<file path="config.mk">
export PLATFORM = sky130hd
export DESIGN_NAME = prbs31_checker_32b
export DESIGN_NICKNAME = d
export VERILOG_FILES = /design/src/rtl/prbs31_checker_32b.sv
export SDC_FILE = /design/constraint.sdc
export NUM_CORES = 1
export LEC_CHECK = 0
export CORE_UTILIZATION = 49
export DETAILED_ROUTE_END_ITERATION = 8
export GPL_TIMING_DRIVEN = 0
export MAX_ROUTING_LAYER = met4
export PLACE_DENSITY = 0.72
export SLEW_MARGIN = 20
export SYNTH_ARGS = -nofsm -noshare
export SYNTH_HDL_FRONTEND = slang
export SYNTH_SLANG_ARGS = --single-unit
</file>
<file path="constraint.sdc">
create_clock -name clk -period 7.54 [get_ports clk]
set_input_delay 1.131 -clock clk [delete_from_list [all_inputs] [get_ports clk]]
set_output_delay 1.131 -clock clk [all_outputs]
set_load 0.005 [all_outputs]
</file>
<file path="src/rtl/prbs31_checker_32b.sv">
// PRBS31 checker for 32-bit words: searches for LOCK_CNT consecutive self-consistent
// words, then freewheels the expected sequence and counts bit/word errors.
module prbs31_checker_32b #(
  parameter int unsigned LOCK_CNT   = 8,
  parameter int unsigned UNLOCK_CNT = 4
) (
  input  logic        clk,
  input  logic        rst,
  input  logic [31:0] din,
  input  logic        din_valid,
  input  logic        clear_cnt,
  output logic        locked,
  output logic        err_flag,
  output logic [31:0] err_bit_cnt,
  output logic [31:0] err_word_cnt,
  output logic [15:0] unlock_cnt
);

  localparam int unsigned MW = $clog2(LOCK_CNT + 1);
  localparam int unsigned BW = $clog2(UNLOCK_CNT + 1);

  typedef enum logic {SEARCH = 1'b0, LOCKED = 1'b1} state_t;

  // One 32-bit advance of the PRBS31 generator.
  function automatic logic [31:0] prbs_next(input logic [31:0] p);
    logic [31:4] h;
    logic [31:0] f;
    h       = p[30:3] ^ p[27:0];
    f[31:4] = h;
    f[3:0]  = {p[2:0], h[31]} ^ h[31:28];
    return f;
  endfunction

  function automatic logic [5:0] popcount32(input logic [31:0] v);
    logic [5:0] n;
    n = 6'd0;
    for (int i = 0; i < 32; i++) n = n + 6'(v[i]);
    return n;
  endfunction

  state_t         state;
  logic [31:0]    prev_din;
  logic           prev_ok;
  logic [31:0]    exp_word;
  logic [MW-1:0]  match_cnt;
  logic [BW-1:0]  bad_cnt;

  logic [31:0] mism;
  logic        has_err;
  logic        search_hit;
  logic [32:0] bit_sum;
  logic [31:0] bit_cnt_nxt;
  logic [31:0] word_cnt_nxt;
  logic [15:0] unlock_cnt_nxt;

  // Datapath: mismatch, self-sync compare and saturating counter increments.
  always_comb begin
    mism           = din ^ exp_word;
    has_err        = |mism;
    search_hit     = prev_ok && (din == prbs_next(prev_din));
    bit_sum        = {1'b0, err_bit_cnt} + 33'(popcount32(mism));
    bit_cnt_nxt    = bit_sum[32] ? 32'hffff_ffff : bit_sum[31:0];
    word_cnt_nxt   = (&err_word_cnt) ? err_word_cnt : err_word_cnt + 32'd1;
    unlock_cnt_nxt = (&unlock_cnt) ? unlock_cnt : unlock_cnt + 16'd1;
  end

  always_ff @(posedge clk) begin
    if (rst) begin
      state        <= SEARCH;
      locked       <= 1'b0;
      err_flag     <= 1'b0;
      err_bit_cnt  <= 32'd0;
      err_word_cnt <= 32'd0;
      unlock_cnt   <= 16'd0;
      prev_din     <= 32'd0;
      prev_ok      <= 1'b0;
      exp_word     <= 32'd0;
      match_cnt    <= MW'(0);
      bad_cnt      <= BW'(0);
    end else begin
      err_flag <= 1'b0;
      if (din_valid) begin
        case (state)
          SEARCH: begin
            prev_din <= din;
            prev_ok  <= 1'b1;
            if (search_hit) begin
              match_cnt <= match_cnt + MW'(1);
              if (match_cnt == MW'(LOCK_CNT - 1)) begin
                state    <= LOCKED;
                locked   <= 1'b1;
                exp_word <= prbs_next(din);
                bad_cnt  <= BW'(0);
              end
            end else begin
              match_cnt <= MW'(0);
            end
          end
          LOCKED: begin
            // Expected sequence freewheels; errored input never reseeds it.
            exp_word <= prbs_next(exp_word);
            if (has_err) begin
              err_flag     <= 1'b1;
              err_bit_cnt  <= bit_cnt_nxt;
              err_word_cnt <= word_cnt_nxt;
              if (bad_cnt == BW'(UNLOCK_CNT - 1)) begin
                state      <= SEARCH;
                locked     <= 1'b0;
                match_cnt  <= MW'(0);
                prev_din   <= din;
                prev_ok    <= 1'b1;
                bad_cnt    <= BW'(0);
                unlock_cnt <= unlock_cnt_nxt;
              end else begin
                bad_cnt <= bad_cnt + BW'(1);
              end
            end else begin
              bad_cnt <= BW'(0);
            end
          end
          default: begin
            state  <= SEARCH;
            locked <= 1'b0;
          end
        endcase
      end
      // Clear wins over any increment made above in the same cycle.
      if (clear_cnt) begin
        err_bit_cnt  <= 32'd0;
        err_word_cnt <= 32'd0;
        unlock_cnt   <= 16'd0;
      end
    end
  end

endmodule

</file>
==> results.cfg <==
[global_routing]
grt_first_pass_wirelength_um = 42200
gr-total-overflow = 0
grt_pass1_vias = 8013
grt_usage_pct = 27.6
antenna_found_initial = 0
grt_max_degree = 17

[final_layout]
synthToLayoutAreaGrowth_pct = 18.6
n_antenna_cell = 0
regArea_um2 = 3080
fillers = 1734
multiInputGateArea_um2 = 6030
fin_nets = 1323
postLayoutCoreUtil_pct = 59.2
layout-drive-gt1-share_pct = 5.26
final_area_um2 = 11500

[timing]
finalCriticalPeriod_ps = 7140
slew_headroom_pct = 23.2
skew_ps = 24.1
rsz0062_at_grt = false
setup_viol = 0
finalMaxSlewViolations = 0
tns_ps = 0
fin_crit_sh_pct = 94.7
worst-slew-pin-transition_ps = 1120
finalHoldViolations = 0
fmax_ghz = 0.140

[clock_tree]
cts_made_buffers = 17
htreeDepth = 4
post-cts-setup-buffers = 0
cts_resized = 0
path_clk_slew_ps = 60
clk_latency_ps = 450
cts.sinks = 154
clock_path_buffers = 2
hold_buffers = 0
root_buffer = clkbuf_16
cts_tree = done

[logic_synthesis]
syn_avg_cell_area_um2 = 8.54
yosys_warnings = 0
ys.flop_type = dfxtp_1
synth-seq-cells = 154
synthCells = 1135
synthDistinctLibCells = 58
ys_seq_area_share_pct = 31.8
syn_nets = 1216
async_flop_share_pct = 0
mappedNetlistArea_um2 = 9690
synth_edf_count = 0

[outcome]
status = finished clean

[placed_design]
dp_hpwl_um = 19600
portBuffers = 88
place_area_um2 = 10900
gp_congestion = 0.915

[critical_path]
worstSetupPathType = input port to flip-flop
cp_top_family = adder cells
end_kind = flip-flop
cpMostUsedCell = fa_1
start_kind = input port
slowest_delay_ps = 510
arrival_ps = 7470
critPathSlowestCell = fa_1
crit_required_ps = 7870
critical_path.cell_chain = clkbuf_1 > xor2_1 > fa_1 > inv_1 > fa_1 > fa_1 > inv_1 > fa_1 > fa_1 > fa_1 > inv_1 > fa_1 > inv_1 > fa_1 > a21o_1 > a21oi_1 > o21bai_1 > nand2_1 > clkbuf_1 > o31ai_1 > inv_1 > a221oi_1
path_buf_inv = 7
path_max_fanout = 10

[pwr]
power_density_nw_per_um2 = 200
switching_share_pct = 31.9
p_sw_uw = 734
p_leak_uw = 0.00390
clkPwrFrac_pct = 37.4
max-vdd-ir-drop_mv = 0.160
combPwrFrac_pct = 26.3
p_seq_share_pct = 36.3
finalPower_uw = 2300
intPower_uw = 1570

[detailed_routing]
remaining_drc_errors = 0
wl_um = 26800
wl_per_cell_um = 17.6
drt_iter0_markers = 607
vias = 8664
via_per_inst = 5.70
postRouteAntennaNets = 0
firstDrtPassIters = 5

[floorplanning]
ioPinCount = 118
fp.dieArea_um2 = 20300
fp.coreArea_um2 = 19400
rows = 51
start_util_pct = 50.0
dieHeight_um = 143
fp.dieW_um = 143

[run]
maxCapViolCount = 0

[hold_path]
hold_path_class = flip-flop to flip-flop
==> sequential cells by signal, summed over array words and instances, names as in the netlist <==
| register | cells |
|---|---|
| match_cnt | 4 |
| unlock_cnt | 16 |
| locked | 1 |
| err_bit_cnt | 32 |
| state | 1 |
| exp_word | 32 |
| prev_din | 31 |
| bad_cnt | 3 |
| err_flag | 1 |
| prev_ok | 1 |
| err_word_cnt | 32 |
==> per-stage QoR <==
step	hold WS [ps]	cells	setup slack, ps
6_report	457	1520	400
5_1_grt	492	1520	150
4_1_cts	460	1520	473
3_5_place_dp	447	1488	110
3_3_place_gp	432	1488	141
2_1_floorplan	421	1135	967
==> metal layers <==
metal,up-vias,wire length [um],GRT usage (%)
li1,4174,-,-
met1,4147,11800,35.2
met2,302,12700,43.7
met3,41,1640,5.13
met4,0,640,9.39
met5,-,0,-
==> layout by cell type, fill, tap and decap left out, types with 5 or more instances in the layout <==
cell type	n
xnor2_1	122
mux2i_1	34
or3_1	16
nand3_1	36
nand2_1	78
dfxtp_1	154
and2_1	5
nor3_1	26
clkdlybuf4s50_1	88
nand4_1	27
o21ai_0	26
xor2_1	71
and4_1	7
and3_1	14
clkbuf_16	17
o211ai_1	8
or2_2	6
ha_1	19
o21ai_1	6
a21oi_1	76
nand2b_1	6
nor4_1	26
o221ai_1	27
nand3b_1	31
fa_1	26
clkinvlp_4	6
nor2_1	85
clkbuf_1	59
buf_2	14
buf_6	6
or4_1	11
inv_1	51
==> layout make-up <==
class,instances,share of cell area (%)
multi-input combinational,845,52.5
sequential,154,26.8
timing repair buffer,88,7.67
clock buffer,19,3.94
buffer,85,3.39
tap,265,2.89
inverter,51,1.67
clock inverter,13,1.18
==> tightest hold or removal path, delay by kind of cell (launching register included) <==
kind	cells	cell delay (ps)
AO/OA/AOI/OAI	1	40
AND/OR/NAND/NOR	1	70
flip-flops	1	310
==> cells by family after synthesis <==
family          count (synthesis)  share of synthesized area [%]
simple gates                  391                           21.5
fa+ha+maj                      45                           7.82
mux                            34                           3.51
xor+xnor                      194                           17.6
compound gates                181                           11.8
buf+inv                       136                           5.99
flops                         154                           31.8
==> cell usage after synthesis (7+ instances only) <==
library cell / instances / area [um2]
nor3_1: 26 / 130
and3_1: 14 / 87.6
o221ai_1: 27 / 236
fa_1: 26 / 521
nand4_1: 27 / 169
nor2_1: 85 / 319
xor2_1: 71 / 622
nor4_1: 26 / 163
nand3b_1: 31 / 233
nand2_1: 78 / 293
or3_1: 16 / 100
o211ai_1: 8 / 60.1
ha_1: 19 / 238
a21oi_1: 76 / 380
dfxtp_1: 154 / 3080
or4_1: 11 / 82.6
xnor2_1: 122 / 1070
and4_1: 7 / 61.3
mux2i_1: 34 / 340
o21ai_0: 26 / 130
clkbuf_1: 59 / 221
inv_1: 51 / 191
nand3_1: 36 / 180
buf_2: 14 / 70.1
==> final timing paths <==
kind / from / endpoint / slack [ps] / cells past startpoint
worst max-delay path: din[18] / err_bit_cnt[0] / 400 / 22
worst min-delay path: bad_cnt[2] / bad_cnt[2] / 460 / 2
worst max register to register: exp_word[24] / err_bit_cnt[0] / 990 / 21
worst min register to register: bad_cnt[2] / bad_cnt[2] / 460 / 2
==> power by group through the flow <==
stage / sequential [uW] / clock [uW] / combinational (uW)
after global routing: 837 / 905 / 679
after detailed placement: 854 / 0 / 598
after CTS: 836 / 871 / 607
after global placement: 854 / 0 / 600
final: 836 / 861 / 607
after floorplan: 851 / 0 / 474
(Power assumes the default switching activity.)
